$ cat src/rtl/univ_shift_reg_seq.sv
// univ_shift_reg_seq
//   Universal shift register with a start/busy/done handshake. An accepted
//   request latches op, amt and d, then the engine performs one step per
//   clock: load, clear, logical/arithmetic shift or rotate by one bit.
//
//   Optional feature macro: USR_FLAGS_EN adds the zero and carry outputs.
//
// Ports
//   clk      in   clock, all state changes on the rising edge
//   reset_n  in   synchronous active-low reset
//   start    in   request, accepted only while busy=0
//   op       in   3-bit opcode (NOP LOAD SLL SRL SRA ROL ROR CLR)
//   amt      in   step count for shift/rotate ops
//   d        in   parallel load data, captured on accept
//   si       in   serial input, sampled on every SLL/SRL step
//   q        out  register contents
//   so       out  last bit shifted or rotated out
//   busy     out  operation in progress
//   done     out  one-cycle completion pulse
//   zero     out  (USR_FLAGS_EN) registered q==0
//   carry    out  (USR_FLAGS_EN) OR of bits shifted out by SLL/SRL/SRA
module univ_shift_reg_seq #(
  parameter int WIDTH = 8,
  parameter int AMT_W = $clog2(WIDTH) + 1
) (
  input  logic             clk,
  input  logic             reset_n,
  input  logic             start,
  input  logic [2:0]       op,
  input  logic [AMT_W-1:0] amt,
  input  logic [WIDTH-1:0] d,
  input  logic             si,
  output logic [WIDTH-1:0] q,
  output logic             so,
  output logic             busy,
  output logic             done
`ifdef USR_FLAGS_EN
  ,
  output logic             zero,
  output logic             carry
`endif
);

  localparam logic [2:0] OP_NOP  = 3'b000;
  localparam logic [2:0] OP_LOAD = 3'b001;
  localparam logic [2:0] OP_SLL  = 3'b010;
  localparam logic [2:0] OP_SRL  = 3'b011;
  localparam logic [2:0] OP_SRA  = 3'b100;
  localparam logic [2:0] OP_ROL  = 3'b101;
  localparam logic [2:0] OP_ROR  = 3'b110;
  localparam logic [2:0] OP_CLR  = 3'b111;

  typedef enum logic {IDLE, RUN} state_t;

  state_t           state, state_d;
  logic [2:0]       op_l;
  logic [AMT_W-1:0] cnt;
  logic [WIDTH-1:0] d_l;
  logic             accept, last;
  logic             is_shift;
  logic [WIDTH-1:0] step_q;
  logic             step_so;

  // One bit-serial step; returns {so, q}.
  function automatic logic [WIDTH:0] step_fn(
    input logic [2:0]       o,
    input logic [WIDTH-1:0] cur,
    input logic             cur_so,
    input logic [WIDTH-1:0] dl,
    input logic             s
  );
    logic [WIDTH:0] r;
    r = {cur_so, cur};
    case (o)
      OP_LOAD: r = {1'b0, dl};
      OP_CLR:  r = '0;
      OP_SLL:  r = {cur[WIDTH-1], cur[WIDTH-2:0], s};
      OP_SRL:  r = {cur[0], s, cur[WIDTH-1:1]};
      OP_SRA:  r = {cur[0], cur[WIDTH-1], cur[WIDTH-1:1]};
      OP_ROL:  r = {cur[WIDTH-1], cur[WIDTH-2:0], cur[WIDTH-1]};
      OP_ROR:  r = {cur[0], cur[0], cur[WIDTH-1:1]};
      default: r = {cur_so, cur};
    endcase
    return r;
  endfunction

  assign is_shift = (op >= OP_SLL) && (op <= OP_ROR);
  assign busy     = (state == RUN);
  assign {step_so, step_q} = step_fn(op_l, q, so, d_l, si);

  always_comb begin
    state_d = state;
    accept  = 1'b0;
    last    = 1'b0;
    case (state)
      IDLE: if (start) begin
        accept  = 1'b1;
        state_d = RUN;
      end
      RUN: if (cnt == AMT_W'(1)) begin
        last    = 1'b1;
        state_d = IDLE;
      end
      default: state_d = IDLE;
    endcase
  end

  always_ff @(posedge clk) begin
    if (!reset_n) state <= IDLE;
    else          state <= state_d;
  end

  always_ff @(posedge clk) begin
    if (!reset_n) begin
      done <= 1'b0;
      cnt  <= '0;
      op_l <= OP_NOP;
      q    <= '0;
      so   <= 1'b0;
    end else begin
      done <= last;
      if (accept) begin
        // A zero-step shift/rotate still takes one cycle but must not
        // touch q or so, so it is run as a NOP.
        if (is_shift && amt == '0) begin
          op_l <= OP_NOP;
          cnt  <= AMT_W'(1);
        end else begin
          op_l <= op;
          cnt  <= is_shift ? amt : AMT_W'(1);
        end
      end else if (state == RUN) begin
        cnt <= cnt - AMT_W'(1);
        q   <= step_q;
        so  <= step_so;
      end
    end
  end

  always_ff @(posedge clk) begin
    if (accept) d_l <= d;
  end

`ifdef USR_FLAGS_EN
  always_ff @(posedge clk) begin
    if (!reset_n) begin
      zero  <= 1'b1;
      carry <= 1'b0;
    end else if (accept) begin
      carry <= 1'b0;
    end else if (state == RUN) begin
      zero <= (step_q == '0);
      if (op_l == OP_SLL || op_l == OP_SRL || op_l == OP_SRA)
        carry <= carry | step_so;
    end
  end
`endif

endmodule

$ cat config.mk
export PLATFORM = sky130hd
export DESIGN_NAME = univ_shift_reg_seq
export DESIGN_NICKNAME = d
export VERILOG_FILES = /design/src/rtl/univ_shift_reg_seq.sv
export SDC_FILE = /design/constraint.sdc
export NUM_CORES = 1
export LEC_CHECK = 0
export ABC_AREA = 1
export CORE_MARGIN = 4
export CORE_UTILIZATION = 45
export CTS_BUF_LIST = sky130_fd_sc_hd__clkbuf_2
export CTS_CLUSTER_SIZE = 28
export DETAILED_ROUTE_END_ITERATION = 10
export PLACE_DENSITY = 0.7
export SLEW_MARGIN = 10
export SYNTH_ARGS = -nofsm -noshare
export SYNTH_HDL_FRONTEND = slang
export SYNTH_SLANG_ARGS = --single-unit
$ cat constraint.sdc
create_clock -name clk -period 1.4 [get_ports clk]
set_input_delay 0.14 -clock clk [delete_from_list [all_inputs] [get_ports clk]]
set_output_delay 0.14 -clock clk [all_outputs]
set_load 0.01 [all_outputs]
# Word level (Yosys, flattened, before mapping)
# Index checks and enable logic that the tools add are counted.
# classes
magnitude_cmp,2
n_eq_ne,8
mux,11
addsub,1
reduce_logical,9
n_bitwise,3
# ops
cell,n
9-bit case mux with 7 select lines,1
4-bit two-way mux,4
"3-bit equality test, second input constant",4
7-bit nonzero test,1
"3-bit by 2-bit equality test with 1-bit output, second input constant",2
6-bit nonzero test,1
"4-bit by 1-bit equality test with 1-bit output, second input constant",1
4-bit logical NOT,1
1-bit two-way mux,4
4-bit AND reduction,1
"4-bit by 1-bit subtractor with 4-bit output, second input constant",1
"3-bit by 1-bit equality test with 1-bit output, second input constant",1
"3-bit by 2-bit >= comparator with 1-bit output, second input constant",1
"3-bit <= comparator, second input constant",1
3-bit two-way mux,1
1-bit inverter,3
3-bit AND reduction,1
1-bit logical AND,2
1-bit case mux with 2 select lines,1
2-bit AND reduction,1
2-bit nonzero test,1
# totals
regBits,26
in_bits,19

# Logic depth before layout (Yosys ltp)
# Gate-level depths: netlist of run 1.
# logic_depth
word_depth,5
mapped_depth,10
depth_no_buf,8

# Worst setup path before layout of run 1
# Ideal clock, no wire load.
# synth_timing
path_type,reg2reg
start,"register state, in the netlist busy"
end,register cnt[3]
setup_time_ns,0.070
t_required_ns,1.330
t_arrival_ns,1.226
period_less_slack_ns,1.295
n_path_buf,1
slack_ns,0.105
stages_incl_launch_ff,7
path_cell_list,dfxtp_1 -> buf_2 -> nor2_4 -> inv_1 -> nor2_1 -> nand2_1 -> a21oi_1
# synth_between
elab_chain_cells,2
elab_cells_between_ends,3
classes_between,2 x mux; 1 x reduce/logical
# synth_rtl
element,line_no,source
"start, declared",55,"state_t state, state_d;"
"start signal, assigned",110,else state <= state_d;
1-bit two-way mux *,95,case (state)
via accept,59,"logic accept, last;"
4-bit two-way mux or 2-bit nonzero test (tied branches),-,
"end signal, assigned",130,cnt <= is_shift ? amt : AMT_W'(1);
"end signal, assigned",133,cnt <= cnt - AMT_W'(1);
"end, declared",57,logic [AMT_W-1:0] cnt;
# Mark *: on every way through the listed nets, which the timed path passes. The rest lies on a longest branch.
# A chain may end at the register's enable or synchronous reset.

# Worst setup path in the final report of run 1
# layout_timing
start,register op_l[1]
end,register q[3]
# layout_between
elab_chain_cells,3
elab_cells_between_ends,10
classes_between,7 x eq/ne; 1 x mux; 2 x reduce/logical
# layout_rtl
element,line_no,source
"start, declared",56,logic [2:0] op_l;
"start signal, assigned",129,op_l <= op;
"3-bit equality test, or another cell as far along",74,case (o)
7-bit nonzero test (no line),-,
3-bit AND reduction (no line),-,
"end signal, assigned",134,q <= step_q;
"end, declared",33,"output logic [WIDTH-1:0] q,"
# Several ways; a longest one is shown, not always the timed one.

==> flow_metrics.env, run 1 <==
export IMPL_clk_latency_ps=350
export IMPL_dieArea_sq_mm=0.00379
export IMPL_yosysSeqAreaShare_pct=46.5
export IMPL_yosys_warnings=0
export IMPL_wirelength_um=3110
export IMPL_grt_pass1_vias=1157
export IMPL_wire_per_inst_um=12.3
export IMPL_finalSetupViolations=0
export IMPL_num_rows=19
export IMPL_syn_nets=197
export IMPL_period_needed_ps=1340
export IMPL_crit_fanout=8
export IMPL_drt_pass1_iter_count=4
export IMPL_rr_worst_depth=9
export IMPL_core_sq_mm=0.00276
export IMPL_worst_setup_path_end_kind="flop"
export IMPL_gp_congestion=0.783
export IMPL_cts_buffers=3
export IMPL_start_util_pct=46.9
export IMPL_synth_seq_cells=26
export IMPL_cp_arrival_ps=1600
export IMPL_numPortBuffers=29
export IMPL_drv_cap=0
export IMPL_grt_ovfl_total=0
export IMPL_grtUsageMet3_pct=2.94
export IMPL_cts_buffer_depth=2
export IMPL_cp_start_kind="flop"
export IMPL_met2_usage_pct=32.0
export IMPL_finalMaxSlewViolations=0
export IMPL_hold_violations=0
export IMPL_r2r_end="q[3]$_SDFFE_PN0P_"
export IMPL_root_buffer="clkbuf_2"
export IMPL_num_io_pins=30
export IMPL_die_y_um=61.6
export IMPL_post_route_period_util_pct=95.9
export IMPL_drc=0
export IMPL_grt_max_degree=17
export IMPL_finClkSkew_ps=1.38
export IMPL_max_freq_ghz=0.745
export IMPL_syn_area_sq_mm=0.00129
export IMPL_busiest_layer="met2"
export IMPL_total_power_mw=1.82
export IMPL_met1_usage_pct=18.2
export IMPL_worst_pin_slew_ps=435
export IMPL_syn_avg_cell_area_sq_um=7.34
export IMPL_status="finished, final reports clean"
export IMPL_track_usage_pct=16.7
export IMPL_synth_cell_types=22
export IMPL_dpl_cell_count=242
export IMPL_final_area_sq_mm=0.00181
export IMPL_finalNonFillerCells=254
export IMPL_syn_to_final_growth_pct=40.3
export IMPL_dpl_cell_area_sq_mm=0.00167
export IMPL_final_nets=245
export IMPL_antenna_left=0
export IMPL_drive_gt1_share_pct=22.4
export IMPL_clkTransAtPathRegs_ps=240
export IMPL_rsz0062_at_grt="false"
export IMPL_cts_tree="done"
export IMPL_grt_pass1_wl_um=4730
export IMPL_clock_sinks=26
export IMPL_dpl_hpwl_um=2320
export IMPL_drtIter0Drc=64
export IMPL_powerDensity_mw_per_mm2=1000
export IMPL_leakage_nw=0.798
export IMPL_fin_tns_setup_ps=0
export IMPL_htree_levels=1
export IMPL_crit_start="op_l[1]$_SDFFE_PN0P_"
export IMPL_ir_drop_uv=761
export IMPL_ff2ff_setup_slack_ps=60
export IMPL_timing_rr_start="op_l[1]$_SDFFE_PN0P_"
export IMPL_final_common_cell="nand2_1"
export IMPL_syn_inst=176
export IMPL_hold_class="primary input to flop"
export IMPL_diodes=0
export IMPL_vias=1303
export IMPL_dieWidth_um=61.6
export IMPL_slew_headroom_pct=71.0
export IMPL_endpoint="q[3]$_SDFFE_PN0P_"
export IMPL_worstPathRequired_ps=1660
export IMPL_antenna_found_initial=0
export IMPL_final_cell_mix="nand2_1, nor2_1, clkdlybuf4s50_1, buf_4, a21oi_1"
export IMPL_vias_per_cell=5.13
export IMPL_criticalPathCategory="flop to flop"
-- logic make-up after synthesis --
kind of cell,after synthesis,synth area share (%)
AOI/OAI and AO/OA,26,10.6
adders and majority gates,2,1.94
buffers and inverters,20,6.68
DFF,26,46.5
and+or+nand+nor,102,34.3
-- sequential cells by signal (all words and copies together), names as in the netlist --
name,cells
done,1
busy,1
so,1
op_l,3
cnt,4
d_l,8
q,8
-- Yosys cell counts --
| cell type | number | area (sq um) |
|---|---|---|
| clkbuf_1 | 1 | 3.75 |
| buf_6 | 1 | 11.3 |
| a21oi_1 | 16 | 80.1 |
| nand3b_1 | 1 | 7.51 |
| dfxtp_1 | 18 | 360 |
| nand2_1 | 51 | 191 |
| edfxtp_1 | 8 | 240 |
| nand4_1 | 3 | 18.8 |
| o211ai_1 | 1 | 7.51 |
| nand3_1 | 16 | 80.1 |
| inv_2 | 4 | 15.0 |
| inv_1 | 11 | 41.3 |
| o21ai_0 | 7 | 35.0 |
| buf_2 | 3 | 15.0 |
| a31oi_1 | 1 | 6.26 |
| o21ai_2 | 1 | 8.76 |
| nor2_1 | 25 | 93.8 |
| nor3_1 | 2 | 10.0 |
| ha_1 | 2 | 25.0 |
| nand2_2 | 2 | 12.5 |
| nor2_4 | 1 | 11.3 |
| nand3_4 | 1 | 17.5 |
-- timing repair --
action,in CTS,in global routing
hold buffers,0,0
setup buffers,7,0
gates resized for setup,21,10
cloned,0,1
endpoints found under the setup margin,11,9
-- worst min-delay path by stage --
stage / start / to / slack, ps / cells after the start
5_1_grt: d[4] / d_l[4]$_DFFE_PP_ / 240 / 1
3_3_place_gp: q[4]$_SDFFE_PN0P_ / q[4]$_SDFFE_PN0P_ / 490 / 2
4_1_cts: d[1] / d_l[1]$_DFFE_PP_ / 290 / 1
2_1_floorplan: d[0] / d_l[0]$_DFFE_PP_ / 240 / 0
6_report: d[1] / d_l[1]$_DFFE_PP_ / 310 / 1
3_5_place_dp: q[5]$_SDFFE_PN0P_ / q[5]$_SDFFE_PN0P_ / 490 / 2
-- routing by layer --
| layer | vias up | part of all wire, % |
|---|---|---|
| met4 | 0 | 1.1 |
| met5 | - | 0 |
| li1 | 671 | - |
| met2 | 24 | 53 |
| met3 | 5 | 3.7 |
| met1 | 603 | 42 |
-- metrics by stage --
stage,util (%),setup WS (ps),hold slack [ps]
2_1_floorplan,-,105,239
3_3_place_gp,60.7,17.4,488
3_5_place_dp,60.7,-33.5,495
4_1_cts,64.2,10.5,289
5_1_grt,65.7,1.90,243
6_report,65.7,57.0,312
-- final cells by class --
class                      count  area [sq um]
multi-input combinational    131           641
fill                         244           945
clock buffer                   3          15.0
sequential                    26           617
timing repair buffer          47           415
inverter                      15          56.3
tap                           31          38.8
clock inverter                 1          30.0
-- worst max-delay path, stage by stage, from the launching register on --
cell and delay (ps):
dfxtp_2 400, buf_4 140, inv_2 60, nand2_2 70, nand2_2 100, nand3_2 180
nor2_1 140, nor2_1 50, nand2_1 50, a21oi_1 60
-- power breakdown --
group | total, mW | switching [mW] | internal [mW]
combinational | 0.476 | 0.263 | 0.213
clock | 0.471 | 0.226 | 0.246
sequential | 0.874 | 0.0312 | 0.843
total | 1.82 | 0.520 | 1.30
No activity file was read; power rests on OpenSTA's default activity.
==> run 2, diff against run 1 <==
==> constraint.sdc (replaced) <==
create_clock -name clk -period 1.4 [get_ports clk]
set_input_delay 0.42 -clock clk [delete_from_list [all_inputs] [get_ports clk]]
set_output_delay 0.42 -clock clk [all_outputs]
set_load 0.01 [all_outputs]
==> flow_metrics.env, run 2 (same netlist as run 1, synthesis figures left out) <==
export IMPL_start_util_pct=46.9
export IMPL_grt_pass1_vias=1189
export IMPL_worstPathRequired_ps=1690
export IMPL_diodes=0
export IMPL_fill_cells=245
export IMPL_drtIter0Drc=55
export IMPL_worst_pin_slew_ps=248
export IMPL_vias_per_cell=5.10
export IMPL_antenna_found_initial=0
export IMPL_cts_buffers=3
export IMPL_gp_congestion=0.881
export IMPL_num_rows=19
export IMPL_final_common_cell="nand2_1"
export IMPL_dieArea_sq_mm=0.00379
export IMPL_clock_sinks=26
export IMPL_grt_pass1_wl_um=4690
export IMPL_antenna_left=0
export IMPL_vias=1311
export IMPL_grt_ovfl_total=0
export IMPL_hold_violations=0
export IMPL_cts_buffer_depth=2
export IMPL_cp_arrival_ps=1590
export IMPL_dpl_cell_count=250
export IMPL_clk_latency_ps=340
export IMPL_wire_per_inst_um=12.3
export IMPL_hold_start="so$_SDFFE_PN0P_"
export IMPL_drv_cap=0
export IMPL_leakage_nw=0.776
export IMPL_cp_start_kind="flop"
export IMPL_wirelength_um=3170
export IMPL_root_buffer="clkbuf_2"
export IMPL_final_area_sq_mm=0.00181
export IMPL_finClkSkew_ps=12.1
export IMPL_final_cell_mix="nand2_1, nor2_1, buf_4, clkdlybuf4s50_1, a21oi_1"
export IMPL_ir_drop_uv=661
export IMPL_core_sq_mm=0.00276
export IMPL_slew_headroom_pct=83.5
export IMPL_dpl_cell_area_sq_mm=0.00175
export IMPL_max_freq_ghz=0.765
export IMPL_cts_tree="done"
export IMPL_crit_start="op_l[1]$_SDFFE_PN0P_"
export IMPL_track_usage_pct=16.3
export IMPL_drive_gt1_share_pct=29.2
export IMPL_status="finished, final reports clean"
export IMPL_finalMaxSlewViolations=0
export IMPL_worst_setup_path_end_kind="flop"
export IMPL_htree_levels=1
export IMPL_syn_to_final_growth_pct=40.3
export IMPL_numPortBuffers=29
export IMPL_num_io_pins=30
export IMPL_finalSetupViolations=0
export IMPL_dpl_hpwl_um=2320
export IMPL_timing_rr_start="op_l[1]$_SDFFE_PN0P_"
export IMPL_hold_class="flop to flop"
export IMPL_powerDensity_mw_per_mm2=916
export IMPL_die_y_um=61.6
export IMPL_rsz0062_at_grt="false"
export IMPL_period_needed_ps=1310
export IMPL_drt_pass1_iter_count=4
export IMPL_criticalPathCategory="flop to flop"
export IMPL_drc=0
export IMPL_dieWidth_um=61.6
export IMPL_post_route_period_util_pct=93.4
export IMPL_reg_top3="d_l: 8 flops, q: 8 flops, cnt: 4 flops"
export IMPL_grt_max_degree=17
export IMPL_clkTransAtPathRegs_ps=250
export IMPL_final_nets=248
export IMPL_finalNonFillerCells=257
export IMPL_crit_fanout=8
==> run 2: worst max-delay path: stages, from the launching register on <==
cell     delay, ps
dfxtp_4        420
buf_4          150
inv_2           80
nand2_4         70
nand2_4         90
nand3_4        120
nor2_1         140
nor2_1          60
nand2_1         70
a21oi_2         50
==> run 2: per-layer routing <==
metal / wire length [um] / GRT usage [%] / vias up
li1: - / - / 680
met1: 1310 / 18.8 / 591
met2: 1650 / 30.5 / 34
met3: 162 / 1.89 / 6
met4: 44 / 6.06 / 0
met5: 0 / 0 / -
==> run 2: cell type report <==
class	instances	area, sq um	share of cell area, %
Clock buffer	3	15.0	0.828
Clock inverter	1	3.75	0.207
Inverter	15	56.3	3.11
Multi-Input combinational cell	131	673	37.1
Sequential cell	26	621	34.2
Tap cell	31	38.8	2.14
Timing Repair Buffer	50	405	22.4
==> run 2: through the flow <==
stage          total power, mW  hold WS (ps)  setup slack [ps]  util (%)  setup TNS [ps]
2_1_floorplan             1.15           490               105         -               0
3_3_place_gp              1.35           509              -187      63.3           -1990
3_5_place_dp              1.36           502              -258      63.3           -2600
4_1_cts                   1.63           542             0.860      64.5               0
5_1_grt                   1.75           568              6.18      65.7               0
6_report                  1.66           539              92.3      65.7               0
==> run 2: where the power goes <==
part	switching (mW)	internal, mW
Sequential	0.0315	0.843
Combinational	0.280	0.223
Clock	0.221	0.0621
==> run 2: timing repair <==
| item | in CTS | in global routing |
|---|---|---|
| pin swaps | 0 | 4 |
| buffers inserted | 0 | 2 |
| gates cloned | 0 | 1 |
| endpoints found under the setup margin | 11 | 21 |
| hold buffers | 0 | 0 |
| endpoints found under the hold margin | 0 | 0 |
| gates resized for setup | 32 | 30 |
==> run 2: final timing paths <==
kind,endpoint,slack [ps],cells after the start
worst max-delay path,q[7]$_SDFFE_PN0P_,90,9
worst min-delay path,so$_SDFFE_PN0P_,540,2
worst min register to register,so$_SDFFE_PN0P_,540,2
worst max register to register,q[7]$_SDFFE_PN0P_,90,9
==> run 3, diff against run 2 <==
- ABC_AREA: 1 -> unset
- PLACE_DENSITY: 0.7 -> 0.69
==> flow_metrics.env, run 3 <==
export IMPL_status="finished, final reports clean"
export IMPL_powerDensity_mw_per_mm2=902
export IMPL_clk_latency_ps=350
export IMPL_netSwitchingFraction_pct=26.6
export IMPL_crit_chain="buf_4 > buf_4 > o31a_2 > o211ai_1 > o21ai_0"
export IMPL_final_nets=225
export IMPL_cp_start_kind="flop"
export IMPL_hold_violations=0
export IMPL_timing_rr_start="busy$_SDFF_PN0_"
export IMPL_grt_pass1_vias=1311
export IMPL_drtIter0Drc=71
export IMPL_layout_setup_ws_ps=83.6
export IMPL_diodes=0
export IMPL_rsz0062_at_grt="false"
export IMPL_synth_most_common_cell="dfxtp_1"
export IMPL_start_util_pct=47.4
export IMPL_root_buffer="clkbuf_2"
export IMPL_cts_tree="done"
export IMPL_dieWidth_um=64.9
export IMPL_synth_area_top_cells="dfxtp_1, edfxtp_1, nand2b_1"
export IMPL_ff2ff_setup_slack_ps=80
export IMPL_synthFlopType="dfxtp_1"
export IMPL_power_switching_uw=474
export IMPL_dpl_worst_slack_ps=-308
export IMPL_yosysSeqAreaShare_pct=41.2
export IMPL_synthXorXnorAreaFrac_pct=0.600
export IMPL_syn_area_sq_mm=0.00146
export IMPL_synth_commonest_cells="dfxtp_1, nand2b_1, a21oi_1"
export IMPL_final_cell_mix="buf_4, clkdlybuf4s50_1, nand2b_1, a21oi_1, dfxtp_2"
export IMPL_yosys_area_top_type="dfxtp_1"
export IMPL_worst_pin_slew_ps=310
export IMPL_synth_top_family_by_area="compound AO/OA/AOI/OAI gates"
export IMPL_wirelength_um=3550
export IMPL_multi_input_area_sq_um=753
export IMPL_drive_gt1_share_pct=34.5
export IMPL_drv_cap=0
export IMPL_clkTransAtPathRegs_ps=250
export IMPL_r2r_end="q[0]$_SDFFE_PN0P_"
export IMPL_yosys_warnings=0
export IMPL_finalSetupViolations=0
export IMPL_antenna_found_initial=0
export IMPL_vias_per_cell=5.38
export IMPL_finalNonFillerCells=247
export IMPL_rr_worst_depth=5
export IMPL_wire_per_inst_um=14.4
export IMPL_p_clk_share_pct=26.6
export IMPL_max_freq_ghz=0.760
export IMPL_drc=0
export IMPL_core_sq_mm=0.00308
export IMPL_synth_simple_area_share_pct=16.7
export IMPL_die_y_um=64.9
export IMPL_synth_edf_count=8
export IMPL_intPower_mw=1.31
export IMPL_grt_ovfl_total=0
export IMPL_num_io_pins=30
export IMPL_synth_fa_ha_area_share_pct=1.72
export IMPL_crit_fanout=11
export IMPL_critPathMaxStageDelay_ps=380
export IMPL_ys_async_sr_fraction_pct=0
export IMPL_dieArea_sq_mm=0.00422
export IMPL_num_rows=20
export IMPL_ir_drop_uv=494
export IMPL_syn_nets=170
export IMPL_synth_seq_cells=26
export IMPL_gp_congestion=0.836
export IMPL_antenna_left=0
export IMPL_fill_cells=283
export IMPL_track_usage_pct=17.7
export IMPL_final_common_cell="buf_4"
export IMPL_dpl_hpwl_um=2690
export IMPL_grt_max_degree=23
export IMPL_cp_arrival_ps=1600
export IMPL_seq_area_sq_um=621
export IMPL_finClkSkew_ps=3.93
export IMPL_cts_buffers=3
export IMPL_slew_headroom_pct=79.1
export IMPL_reg_top3="d_l: 8 flops, q: 8 flops, cnt: 4 flops"
export IMPL_post_route_period_util_pct=94.0
export IMPL_clock_sinks=26
export IMPL_crit_start="busy$_SDFF_PN0_"
export IMPL_path_common_cell="buf_4"
export IMPL_synth_compound_area_share_pct=31.1
export IMPL_dpl_cell_count=237
export IMPL_leakage_nw=0.765
export IMPL_endpoint="q[0]$_SDFFE_PN0P_"
export IMPL_syn_to_final_growth_pct=35.2
export IMPL_criticalPathCategory="flop to flop"
export IMPL_syn_avg_cell_area_sq_um=9.79
export IMPL_drt_pass1_iter_count=4
export IMPL_synth_top_area_share_pct=24.7
export IMPL_vias=1328
export IMPL_hold_buffers=0
export IMPL_finalMaxSlewViolations=0
export IMPL_muxShareOfSynthArea_pct=1.46
export IMPL_numPortBuffers=29
export IMPL_hold_class="flop to flop"
export IMPL_synth_cell_types=51
export IMPL_cp_slowest_cell="dfxtp_2"
export IMPL_p_comb_share_pct=24.6
export IMPL_seqPwrFrac_pct=48.8
export IMPL_grt_pass1_wl_um=5840
export IMPL_syn_inst=149
export IMPL_worstPathRequired_ps=1680
export IMPL_worst_setup_path_end_kind="flop"
export IMPL_hold_path_depth=2
export IMPL_cts_buffer_depth=2
export IMPL_period_needed_ps=1320
export IMPL_htree_levels=1
## run 3: changes by cell type in the layout (fill, tap and decap cells not counted), moves of 8 or more
cell / change
buf_2: +8
buf_4: +9
nand2_1: -43
nand2b_1: +14
nor2_1: -19
clkbuf_2: -8
## run 3: repair_timing
| item | CTS | global route |
|---|---|---|
| setup buffers | 0 | 6 |
| endpoints found under the setup margin | 12 | 16 |
| pin swaps | 0 | 1 |
| resized for setup | 44 | 13 |
## run 3: cell families after synthesis
group | count (synthesis)
flip-flops | 26
XOR/XNOR | 1
buffers and inverters | 16
adder cells (fa/ha/maj) | 2
AO/OA/AOI/OAI | 58
multiplexers | 2
AND/OR/NAND/NOR | 44
## run 3: per-stage QoR
stage | hold slack [ps] | util (%) | TNS (ps) | cell area [sq um] | total power, mW
final | 559 | 64.1 | 0 | 1970 | 1.78
after global routing | 513 | 64.1 | 0 | 1970 | 1.89
after CTS | 561 | 64.2 | 0 | 1980 | 1.78
after detailed placement | 537 | 62.3 | -4480 | 1920 | 1.31
after global placement | 538 | 62.3 | -3370 | 1920 | 1.30
after floorplan | 516 | - | 0 | 1460 | 1.12
## run 3: how the worst min path moves through the flow
stage                      start                end  slack [ps]
2_1_floorplan  q[4]$_SDFFE_PN0P_  q[4]$_SDFFE_PN0P_         520
3_3_place_gp     so$_SDFFE_PN0P_    so$_SDFFE_PN0P_         540
3_5_place_dp     so$_SDFFE_PN0P_    so$_SDFFE_PN0P_         540
4_1_cts          so$_SDFFE_PN0P_    so$_SDFFE_PN0P_         560
5_1_grt                     d[6]   d_l[6]$_DFFE_PP_         510
6_report         so$_SDFFE_PN0P_    so$_SDFFE_PN0P_         560
## run 3: final cells by class
cell class	instances	share of cell area, %
repair buffers	59	24.0
clock buffers	3	0.761
multi-input cells	107	38.2
inverters	7	1.33
well taps	44	2.79
clock inverters	1	1.52
flip-flops and latches	26	31.5
## run 3: power by group through the flow
stage                     Sequential (mW)  Combinational, mW  Clock [mW]
after global routing                0.875              0.478       0.537
after detailed placement            0.881              0.431           0
after CTS                           0.870              0.426       0.489
final                               0.868              0.437       0.474
after global placement              0.879              0.420           0
after floorplan                     0.889              0.235           0
## run 3: critical path, delay by kind of cell (launching register included)
kind,cells,cell delay (ps)
DFF,1,380
AOI/OAI and AO/OA,3,560
buffers and inverters,2,320
## run 3: routing by layer
metal	up-vias	part of all wire, %	track usage, %
li1	674	-	-
met1	618	48	24.9
met2	34	45	27.8
met3	2	5.6	3.12
met4	0	0.53	4.75
met5	-	0	0
